==> src/rtl/m1553_pkg.sv <==
// Shared definitions for the MIL-STD-1553 word receiver: timing defaults,
// FSM state encoding and error codes.
package m1553_pkg;

  localparam int unsigned HB_DEF       = 4;
  localparam int unsigned SYNC_TOL_DEF = 2;

  typedef enum logic [1:0] {
    ST_IDLE  = 2'd0,
    ST_SYNC1 = 2'd1,
    ST_SYNC2 = 2'd2,
    ST_DATA  = 2'd3
  } state_t;

  localparam logic [1:0] ERR_MANCH = 2'b01;
  localparam logic [1:0] ERR_PAR   = 2'b10;

endpackage

==> src/rtl/m1553_sync2.sv <==
// Two-flop synchronizer for a single asynchronous input, reset to 0.
module m1553_sync2 (
  input  logic clk,
  input  logic rst,
  input  logic d,
  output logic q
);

  logic s1_q, s2_q;

  always_ff @(posedge clk) begin
    if (rst) begin
      s1_q <= 1'b0;
      s2_q <= 1'b0;
    end else begin
      s1_q <= d;
      s2_q <= s1_q;
    end
  end

  assign q = s2_q;

endmodule

==> src/rtl/m1553_word_rx.sv <==
// Manchester II word receiver: sync detection, free-running mid-half-bit
// sampling of 16 data bits plus odd parity, VALID/ERR reporting.
module m1553_word_rx
  import m1553_pkg::*;
#(
  parameter int unsigned HB       = HB_DEF,
  parameter int unsigned SYNC_TOL = SYNC_TOL_DEF
) (
  input  logic        CLK,
  input  logic        RST,
  input  logic        RXD,
  input  logic        RXE,
  output logic [15:0] DATA,
  output logic        CMD,
  output logic        VALID,
  output logic        ERR,
  output logic [1:0]  ERR_CODE,
  output logic        BUSY
);

  localparam int unsigned TW = $clog2(40 * HB);
  localparam logic [TW-1:0] ONE     = TW'(1);
  localparam logic [TW-1:0] RUN_MIN = TW'(3 * HB - SYNC_TOL);
  localparam logic [TW-1:0] RUN_MAX = TW'(3 * HB + SYNC_TOL);
  localparam logic [TW-1:0] HB_T    = TW'(HB);
  localparam logic [TW-1:0] HB2_T   = TW'(2 * HB);
  localparam logic [TW-1:0] FIRST_T = TW'(3 * HB + HB / 2);

  logic rxd_s, rxe_s;

  m1553_sync2 u_sync_rxd (.clk(CLK), .rst(RST), .d(RXD), .q(rxd_s));
  m1553_sync2 u_sync_rxe (.clk(CLK), .rst(RST), .d(RXE), .q(rxe_s));

  state_t        state_q, state_d;
  logic          rxd_p_q, rxd_p_d;
  logic          pol_q, pol_d;
  logic [TW-1:0] run_q, run_d;
  logic [TW-1:0] tcnt_q, tcnt_d;
  logic [TW-1:0] samp_q, samp_d;
  logic          half_q, half_d;
  logic          first_q, first_d;
  logic [4:0]    bit_q, bit_d;
  logic [15:0]   shreg_q, shreg_d;
  logic          par_q, par_d;
  logic [15:0]   data_q, data_d;
  logic          cmd_q, cmd_d;
  logic          valid_q, valid_d;
  logic          err_q, err_d;
  logic [1:0]    code_q, code_d;
  logic [TW-1:0] run_nx;

  // run_nx is the length of the current level run ending at this cycle's predecessor
  assign run_nx = run_q + ONE;

  always_comb begin
    state_d = state_q;
    rxd_p_d = rxd_s;
    pol_d   = pol_q;
    run_d   = run_q;
    tcnt_d  = tcnt_q;
    samp_d  = samp_q;
    half_d  = half_q;
    first_d = first_q;
    bit_d   = bit_q;
    shreg_d = shreg_q;
    par_d   = par_q;
    data_d  = data_q;
    cmd_d   = cmd_q;
    valid_d = 1'b0;
    err_d   = 1'b0;
    code_d  = code_q;

    if (state_q != ST_IDLE && !rxe_s) begin
      state_d = ST_IDLE;
    end else begin
      unique case (state_q)
        ST_IDLE: begin
          if (rxe_s && (rxd_s != rxd_p_q)) begin
            state_d = ST_SYNC1;
            run_d   = '0;
            pol_d   = rxd_s;
          end
        end
        ST_SYNC1: begin
          if (rxd_s == pol_q) begin
            if (run_nx >= RUN_MAX) state_d = ST_IDLE;
            else                   run_d   = run_nx;
          end else if (run_nx >= RUN_MIN && run_nx <= RUN_MAX) begin
            state_d = ST_SYNC2;
            tcnt_d  = ONE;
          end else begin
            pol_d = rxd_s;
            run_d = '0;
          end
        end
        ST_SYNC2: begin
          tcnt_d = tcnt_q + ONE;
          if (tcnt_q == HB_T || tcnt_q == HB2_T) begin
            if (rxd_s == pol_q) begin
              state_d = ST_IDLE;
            end else if (tcnt_q == HB2_T) begin
              state_d = ST_DATA;
              samp_d  = FIRST_T;
              half_d  = 1'b0;
              bit_d   = '0;
              par_d   = 1'b0;
            end
          end
        end
        ST_DATA: begin
          tcnt_d = tcnt_q + ONE;
          if (tcnt_q == samp_q) begin
            samp_d = samp_q + HB_T;
            if (!half_q) begin
              first_d = rxd_s;
              half_d  = 1'b1;
            end else begin
              half_d = 1'b0;
              if (rxd_s == first_q) begin
                err_d   = 1'b1;
                code_d  = ERR_MANCH;
                state_d = ST_IDLE;
              end else if (bit_q == 5'd16) begin
                state_d = ST_IDLE;
                if ((par_q ^ first_q) == 1'b1) begin
                  valid_d = 1'b1;
                  data_d  = shreg_q;
                  cmd_d   = pol_q;
                end else begin
                  err_d  = 1'b1;
                  code_d = ERR_PAR;
                end
              end else begin
                par_d   = par_q ^ first_q;
                bit_d   = bit_q + 5'd1;
                shreg_d = {shreg_q[14:0], first_q};
              end
            end
          end
        end
        default: state_d = ST_IDLE;
      endcase
    end
  end

  always_ff @(posedge CLK) begin
    if (RST) begin
      state_q <= ST_IDLE;
      rxd_p_q <= 1'b0;
      pol_q   <= 1'b0;
      run_q   <= '0;
      tcnt_q  <= '0;
      samp_q  <= '0;
      half_q  <= 1'b0;
      first_q <= 1'b0;
      bit_q   <= '0;
      shreg_q <= '0;
      par_q   <= 1'b0;
      data_q  <= '0;
      cmd_q   <= 1'b0;
      valid_q <= 1'b0;
      err_q   <= 1'b0;
      code_q  <= '0;
    end else begin
      state_q <= state_d;
      rxd_p_q <= rxd_p_d;
      pol_q   <= pol_d;
      run_q   <= run_d;
      tcnt_q  <= tcnt_d;
      samp_q  <= samp_d;
      half_q  <= half_d;
      first_q <= first_d;
      bit_q   <= bit_d;
      shreg_q <= shreg_d;
      par_q   <= par_d;
      data_q  <= data_d;
      cmd_q   <= cmd_d;
      valid_q <= valid_d;
      err_q   <= err_d;
      code_q  <= code_d;
    end
  end

  assign DATA     = data_q;
  assign CMD      = cmd_q;
  assign VALID    = valid_q;
  assign ERR      = err_q;
  assign ERR_CODE = code_q;
  assign BUSY     = (state_q != ST_IDLE);

endmodule

==> config.mk <==
export PLATFORM = sky130hd
export DESIGN_NAME = m1553_word_rx
export DESIGN_NICKNAME = d
export VERILOG_FILES = /design/src/rtl/m1553_pkg.sv /design/src/rtl/m1553_sync2.sv /design/src/rtl/m1553_word_rx.sv
export SDC_FILE = /design/constraint.sdc
export NUM_CORES = 1
export LEC_CHECK = 0
export BUFFER_PORTS_ARGS = -buffer_cell sky130_fd_sc_hd__buf_2
export CAP_MARGIN = 20
export CELL_PAD_IN_SITES_DETAIL_PLACEMENT = 1
export CELL_PAD_IN_SITES_GLOBAL_PLACEMENT = 1
export CORE_UTILIZATION = 32
export CTS_CLUSTER_SIZE = 40
export DETAILED_ROUTE_END_ITERATION = 10
export GPL_ROUTABILITY_DRIVEN = 0
export PLACE_DENSITY = 0.62
export SLEW_MARGIN = 0
export SYNTH_ARGS = -nofsm -noshare
export SYNTH_HDL_FRONTEND = slang
export SYNTH_HIERARCHICAL = 1
export SYNTH_SLANG_ARGS = --single-unit
==> constraint.sdc <==
create_clock -name CLK -period 5.5 [get_ports CLK]
set_clock_uncertainty 0.05 [all_clocks]
set_input_delay 1.1 -clock CLK [delete_from_list [all_inputs] [get_ports CLK]]
set_output_delay 1.1 -clock CLK [all_outputs]
set_load 0.02 [all_outputs]
* After elaboration in Yosys (flattened, before gate mapping) *
Cells that the tools add are included.

word-level totals
  output and inout port bits = 22
  input bits = 4
  bits in registers = 77
  word-level logic and storage cells = 142

operators by class
  reduce and logical (&&, ||, !) cells = 25
  add/sub/neg operators = 4
  eq/ne operators = 28
  muxes and demuxes = 55
  bitwise gates (word level) = 7
  magnitude comparators = 3

operators by type and width
  operator               count
  $mux W8                10
  $pmux W8 S2            3
  $mux W5                7
  $mux W2                14
  $ne A2 B2 Y1 const B   12
  $ne A3 B3 Y1 const B   6
  $reduce_and A6 Y1      3
  $add A8 B1 Y8 const B  2
  $ge A8 B4 Y1 const B   2
  $mux W1                16
  $pmux W5 S2            1
  $reduce_and A5 Y1      2
  $reduce_bool A2 Y1     5
  $reduce_and A9 Y1      1
  $add A8 B3 Y8 const B  1
  $eq A8 B3 Y1 const B   1
  $eq A8 B4 Y1 const B   1
  $eq A8 B8 Y1           1
  $le A8 B4 Y1 const B   1
  $pmux W2 S4            1
  $reduce_and A4 Y1      2
  $reduce_and A8 Y1      1
  $reduce_and A7 Y1      1
  $reduce_or A7 Y1       1
  other kinds (15)       27

* Longest topological paths before layout *
Gate-level depths: netlist of the first run.

  depth after elaboration = 6
  depth in mapped cells = 9
  mapped depth without buffers = 8

* By module *
Netlist of the first run, hierarchy kept.

by module, submodules not included
  module         seq. area each (um2)  area an instance (um2)  cells an instance  times used
  m1553_word_rx  1441.4                3409.5                  405                1
  m1553_sync2    40.0                  52.6                    4                  2

* Worst setup path before layout of the first run *
OpenSTA, ideal clock, no wires.

  path kind = reg2reg
  start = register run_q[0]
  end = register tcnt_q[6]
  data arrival time = 2.411 ns
  data required time = 5.380 ns
  buffers on the path = 1
  slack = 2.970 ns
  stages on the path, launching flop included = 9
  library setup time = 0.070 ns
  period minus slack after synthesis = 2.530 ns
  cells stage by stage = dfxtp_1 -> ha_1 -> xor2_1 -> mux2_4 -> nor4b_4 -> a41oi_2 -> buf_4 -> or3_1 -> a21oi_1

on the way
  word-level cells in the longest chain between the ends = 5
  elaborated cells on any way between the ends = 6
  classes of those cells = 1 x add/sub; 2 x order compare; 1 x eq/ne; 2 x reduce/logical

RTL lines
  what                                                 RTL line              source
  from (decl)                                          m1553_word_rx.sv:37   logic [TW-1:0] run_q, run_d;
  from (signal assigned)                               m1553_word_rx.sv:168  run_q <= run_d;
  $add A8 B1 Y8 *                                      m1553_word_rx.sv:53   assign run_nx = run_q + ONE;
  $ge A8 B4 Y1 / $le A8 B4 Y1 (equally long branches)  m1553_word_rx.sv:88   end else if (run_nx >= RUN_MIN && run_nx <= RUN_MAX) begin
  $logic_and A1 B1 Y1 *                                m1553_word_rx.sv:88
  $ne A2 B2 Y1 (no line) *                             -
  $reduce_and A4 Y1 (no line) *                        -
  to (signal assigned)                                 m1553_word_rx.sv:169  tcnt_q <= tcnt_d;
  to (decl)                                            m1553_word_rx.sv:38   logic [TW-1:0] tcnt_q, tcnt_d;

Every way passes the cells marked *; elsewhere a longest branch is shown, timed or not.
A chain may end at the register's enable or synchronous reset.

* Final worst setup path of the first run *
  start = register run_q[0]
  end = register tcnt_q[7]

The elaborated chain is that of the path after synthesis.

==> flow_metrics.py, run 1 <==
metrics = {
    "logic_synthesis": {
        "synthMuxAreaShare_pct": 6.69,
        "ys.flop_type": "dfxtp_1",
        "netlist_area_um2": 3510,
        "synth_warnings": 6,
        "synth_most_common_cell": "dfxtp_1",
        "synth_area_per_cell_um2": 8.51,
        "yosys.area_share.simple_pct": 23.7,
        "yosys-top-cells-count": "76 x dfxtp_1, 52 x nand2_1, 49 x nor2_1",
        "yosysUniqueCellTypes": 49,
        "ys_seq_area_share_pct": 43.3,
        "yosysTopAreaCell": "dfxtp_1",
        "synth_nets": 424,
        "synth_cells": 413,
        "yosys.area_share.adder_pct": 2.49,
        "synth_top_family_by_area": "simple AND/OR/NAND/NOR gates",
        "synth_edf_count": 0,
        "synth-xor-area-share_pct": 5.48,
        "ys_ff_latch": 76,
        "ys_async_sr_fraction_pct": 0,
        "synth_compound_area_share_pct": 14.3,
        "synth_top_area_share_pct": 43.3,
        "synth_area_leaders": "dfxtp_1 43%, mux2i_1 6.3%, a21oi_1 6.1%",
    },
    "grt": {
        "grt_pass1_wl_mm": 14.2,
        "grt_max_degree": 64,
        "overflow": 0,
        "grt_usage_pct": 15.8,
        "antenna_found_initial": 0,
        "grt_pass1_vias": 2908,
    },
    "place": {
        "place_area_um2": 3740,
        "dp_slack_ns": 2.50,
        "portBuffers": 25,
        "dp_hpwl_mm": 5.81,
    },
    "timing": {
        "rsz0062_at_grt": "no",
        "post-route-min-period_ns": 3.04,
        "fmax_ghz": 0.329,
        "min_period_over_period_pct": 55.3,
        "setup_viol_count_final": 0,
        "fin_ws_ns": 2.46,
        "worst_pin_slew_ns": 0.781,
        "setup_tns_ns": 0,
        "slew_headroom_pct": 47.2,
        "drv_slew": 0,
        "hold_viol": 0,
    },
    "outcome": {
        "status": "finished clean",
    },
    "die": {
        "die_area_um2": 11400,
        "core_um2": 10500,
        "initial_core_util_pct": 33.4,
        "core.rowCount": 37,
        "die_h_um": 107,
        "ioPinCount": 26,
        "die_w_um": 107,
    },
    "route": {
        "drc_errors": 0,
        "drt-pass1-iter-count": 4,
        "ant_nets": 0,
        "vias_per_cell": 5.10,
        "num_vias": 2924,
        "drt_iter0_drc": 98,
        "wire_per_inst_um": 14.7,
        "wirelength_mm": 8.40,
    },
    "finish": {
        "fillCellCount": 1248,
        "drive_gt1_share_pct": 12.6,
        "n_antenna_cell": 0,
        "syn_to_final_growth_pct": 12.7,
        "design_area_um2": 3960,
        "utilization_pct": 37.7,
        "layout.nets": 443,
    },
    "cts": {
        "cts_tree": "built",
        "cts_setup_buffers": 0,
        "ctsHoldBuffers": 0,
        "numClockSinks": 76,
        "clkSlewWorstSetupHoldPaths_ns": 0.09,
        "cts_buffer_depth": 2,
        "ctsHtreeMaxLevel": 3,
        "clk_latency_ns": 0.36,
        "cts_buffers": 9,
        "ctsResizeCount": 0,
        "root_buffer": "clkbuf_8",
    },
    "pwr": {
        "power_leakage_nw": 1.44,
        "vdd_ir_drop_max_mv": 0.168,
        "powerDensity_nw_per_um2": 258,
        "power_mw": 1.02,
    },
    "critical_path": {
        "cp.required_ns": 5.75,
        "cp-start-kind": "flip-flop",
        "crit_path_max_fanout": 14,
        "crit_path_end_kind": "flip-flop",
        "critPathArrivalTime_ns": 3.30,
        "critPathKind": "flip-flop to flip-flop",
    },
    "min_path": {
        "hp-class": "flip-flop to flip-flop",
    },
    "job": {
        "max_cap_violations": 0,
    },
}
==> where the power goes <==
group	switching, mW	total, mW	internal [mW]	leakage [nW]
clock network	0.224	0.450	0.226	0.0995
registers	0.00320	0.554	0.551	0.613
logic	0.0131	0.0185	0.00537	0.730
==> area by class of cell <==
type                       instances  area, µm²  area share, %
inverter                          14       52.6           1.33
clock inverter                     6       71.3           1.80
timing repair buffer              28        151           3.82
tap                              136        170           4.30
clock buffer                      10        138           3.48
sequential                        76       1520           38.4
multi-input combinational        303       1860           46.9
==> worst paths after layout <==
path | from | to | slack [ns] | cells past startpoint
worst min-delay path | u_sync_rxe/s1_q | u_sync_rxe/q | 0.39 | 1
worst min register to register | u_sync_rxe/s1_q | u_sync_rxe/q | 0.39 | 1
worst max-delay path | run_q[0] | tcnt_q[7] | 2.46 | 7
worst max register to register | run_q[0] | tcnt_q[7] | 2.46 | 7
==> cell families after synthesis <==
group / count (synthesis)
XOR/XNOR: 22
multiplexers: 23
AO/OA/AOI/OAI: 82
buffers and inverters: 34
flip-flops: 76
adder cells (fa/ha/maj): 7
AND/OR/NAND/NOR: 169
==> routing by layer <==
| metal | wire, µm | share of wire (%) | track usage [%] |
|---|---|---|---|
| met3 | 347 | 4.1 | 5.05 |
| met5 | 0 | 0 | 0 |
| met4 | 78 | 0.93 | 5.48 |
| met2 | 3890 | 46 | 24.8 |
| met1 | 4080 | 49 | 20.3 |
==> cells in the final DEF (no fill, tap or decap), types with 7 or more instances in the layout <==
master     n
xor2_1    10
buf_2     25
o21ai_0   10
nor2b_1   12
ha_1       7
nand3_1    8
mux2i_1   22
nand4_1   10
dfxtp_1   76
nor2_1    49
nand2_1   52
clkbuf_8  10
inv_1     14
xnor2_1   12
a21oi_1   43
==> per-stage QoR <==
step                      std cells  hold WS [ns]
after floorplan                 413         0.364
after global placement          556         0.369
after detailed placement        556         0.383
after CTS                       572         0.402
after global routing            573         0.416
final                           573         0.394
==> flip-flops by register name, indices dropped and copies added (netlist names) <==
| name | count |
|---|---|
| u_sync_rxe/s1_q | 1 |
| state_q | 2 |
| half_q | 1 |
| shreg_q | 16 |
| u_sync_rxd/s1_q | 1 |
| first_q | 1 |
| pol_q | 1 |
| samp_q | 7 |
| DATA | 16 |
| CMD | 1 |
| par_q | 1 |
| u_sync_rxd/q | 1 |
| ERR | 1 |
| run_q | 8 |
| VALID | 1 |
| bit_q | 5 |
| tcnt_q | 8 |
| ERR_CODE | 2 |
| u_sync_rxe/q | 1 |
| rxd_p_q | 1 |
==> worst max-delay path: stages, from the launching register on <==
cell	delay [ns]
dfxtp_1	0.45
ha_1	0.31
xor2_1	0.20
mux2_4	0.33
nor4b_4	0.49
a41oi_2	0.40
or4_1	0.61
a21oi_1	0.14
No activity file was read; power rests on OpenSTA's default activity.
==> run 2: changes to the inputs <==
- ABC_AREA: not set -> 1
- PLACE_DENSITY: 0.62 -> 0.64
- clock period: 5.5 -> 3 ns (I/O delays scaled with it)
==> flow_metrics.py, run 2 <==
metrics = {
    "timing": {
        "drv_slew": 0,
        "slew_headroom_pct": 67.5,
        "fin_hold_ws_ns": 0.355,
        "min_period_over_period_pct": 70.1,
        "hold_viol": 0,
        "setup_viol_count_final": 0,
        "setup_tns_ns": 0,
        "post-route-min-period_ns": 2.10,
        "worst_pin_slew_ns": 0.485,
        "rsz0062_at_grt": "no",
        "fmax_ghz": 0.476,
    },
    "finish": {
        "layout_common_cells": "99 x nand2_1, 76 x dfxtp_1, 71 x inv_1",
        "syn_to_final_growth_pct": 14.3,
        "fillCellCount": 1477,
        "drive_gt1_share_pct": 13.7,
        "n_antenna_cell": 0,
        "final_common_cell": "nand2_1",
        "layout.nets": 591,
    },
    "critical_path": {
        "critPathArrivalTime_ns": 2.25,
        "worstPathCellList": "inv_1, ha_1, inv_1, nor2_1, nand2_1, nand2_1, nor2_2, nand4_2, nand2_2, nand2_2, nand2_1, a21oi_1",
        "worst_path_most_repeated_cell": "nand2_1",
        "cpMaxStageDelayCell": "dfxtp_1",
        "reg2reg_to": "tcnt_q[2]",
        "crit_path_end_kind": "flip-flop",
        "critPathKind": "flip-flop to flip-flop",
        "max_stage_delay_ns": 0.41,
        "cp.required_ns": 3.15,
        "reg2reg_from": "run_q[1]",
        "reg2regPathDepth": 12,
        "crit_path_max_fanout": 8,
        "cp-start-kind": "flip-flop",
        "r2r_slack_ns": 0.90,
    },
    "logic_synthesis": {
        "netlist_area_um2": 3860,
        "synth_area_per_cell_um2": 6.93,
        "ys.flop_type": "dfxtp_1",
        "yosysTopAreaCell": "dfxtp_1",
        "synth_cells": 557,
        "synth_most_common_cell": "nand2_1",
        "ys_seq_area_share_pct": 39.4,
        "yosysUniqueCellTypes": 35,
        "ys_ff_latch": 76,
        "synth_area_leaders": "dfxtp_1 39%, nand2_1 9.6%, a21oi_1 8.6%",
        "synth_warnings": 6,
        "synth_top_area_share_pct": 39.4,
        "synth_edf_count": 0,
        "synth_nets": 568,
        "yosys-top-cells-count": "99 x nand2_1, 76 x dfxtp_1, 71 x inv_1",
        "ys_async_sr_fraction_pct": 0,
    },
    "die": {
        "die_h_um": 112,
        "initial_core_util_pct": 33.4,
        "ioPinCount": 26,
        "die_w_um": 112,
        "die_area_um2": 12500,
        "core.rowCount": 39,
        "core_um2": 11600,
    },
    "pwr": {
        "power_mw": 2.87,
        "powerDensity_nw_per_um2": 649,
        "power_leakage_nw": 1.79,
        "vdd_ir_drop_max_mv": 0.320,
    },
    "cts": {
        "ctsHtreeMaxLevel": 3,
        "numClockSinks": 76,
        "ctsResizeCount": 0,
        "cts_setup_buffers": 0,
        "cts_buffer_depth": 2,
        "clkSlewWorstSetupHoldPaths_ns": 0.06,
        "ctsHoldBuffers": 0,
        "clk_latency_ns": 0.34,
        "cts_tree": "built",
        "cts_buffers": 9,
        "root_buffer": "clkbuf_16",
    },
    "min_path": {
        "whs_path_depth": 2,
        "hp-class": "flip-flop to flip-flop",
        "holdCritStartpoint": "u_sync_rxe/s1_q",
        "min_to": "u_sync_rxe/q",
    },
    "route": {
        "wire_per_inst_um": 13.7,
        "drc_errors": 0,
        "num_vias": 3579,
        "drt-pass1-iter-count": 4,
        "vias_per_cell": 4.92,
        "wirelength_mm": 9.94,
        "drt_iter0_drc": 79,
        "ant_nets": 0,
    },
    "place": {
        "dp_hpwl_mm": 7.22,
        "portBuffers": 25,
    },
    "outcome": {
        "status": "finished clean",
    },
    "job": {
        "max_cap_violations": 0,
    },
    "grt": {
        "grt_max_degree": 38,
        "grt_pass1_vias": 3613,
        "grt_pass1_wl_mm": 17.6,
        "antenna_found_initial": 0,
        "overflow": 0,
        "grt_usage_pct": 17.3,
    },
}
-- run 2: how the worst max path moves through the flow --
stage,startpoint,end,slack [ns],depth (start not counted)
3_3_place_gp,run_q[0],tcnt_q[4],0.93,10
6_report,run_q[1],tcnt_q[2],0.90,12
5_1_grt,samp_q[2],DATA[0],0.56,10
2_1_floorplan,run_q[1],tcnt_q[3],1.27,12
3_5_place_dp,run_q[1],tcnt_q[2],0.86,12
4_1_cts,run_q[1],tcnt_q[2],0.86,12
-- run 2: where the power goes --
group / internal (mW) / leakage [nW] / switching (mW)
sequential: 1.06 / 0.614 / 0.0572
clock: 0.658 / 0.149 / 0.467
combinational: 0.183 / 1.03 / 0.443
-- run 2: final cells by class --
cell class                 instances  area, µm²  share of cell area [%]
tap                              143        179                    4.05
clock buffer                       9        225                    5.10
timing repair buffer              29        155                    3.51
multi-input combinational        386       1960                    44.4
clock inverter                     7       80.1                    1.81
inverter                          78        293                    6.63
sequential                        76       1520                    34.5
-- run 2: per-layer routing --
| metal | vias to the layer above | part of all wire [%] | track usage [%] |
|---|---|---|---|
| met1 | 1691 | 50 | 23.2 |
| met2 | 31 | 46 | 27.8 |
| met5 | - | 0 | 0 |
| met4 | 0 | 1.3 | 6.13 |
| li1 | 1848 | - | - |
| met3 | 9 | 2.2 | 3.05 |
-- run 2: cell families after synthesis --
kind of cell,count (synthesis),synth area share [%]
buffers and inverters,95,9.82
AO/OA/AOI/OAI,112,14.8
flip-flops,76,39.4
AND/OR/NAND/NOR,255,31.0
adder cells (fa/ha/maj),7,2.27
XOR/XNOR,12,2.72
-- run 2: per-stage QoR --
step           utilization, %  cell area [µm²]  std cells  setup slack, ns
5_1_grt                  38.2             4410        728            0.564
3_5_place_dp             35.5             4110        712            0.862
3_3_place_gp             35.5             4110        712            0.926
4_1_cts                  38.2             4410        728            0.856
2_1_floorplan               -             3860        557             1.27
6_report                 38.2             4410        728            0.898
-- run 2: worst max-delay path: cells and delay by family (launching register included) --
family / cells / cell delay [ns]
adders and majority gates: 1 / 0.28
buffers and inverters: 2 / 0.21
and+or+nand+nor: 8 / 0.97
DFF: 1 / 0.41
AOI/OAI and AO/OA: 1 / 0.06
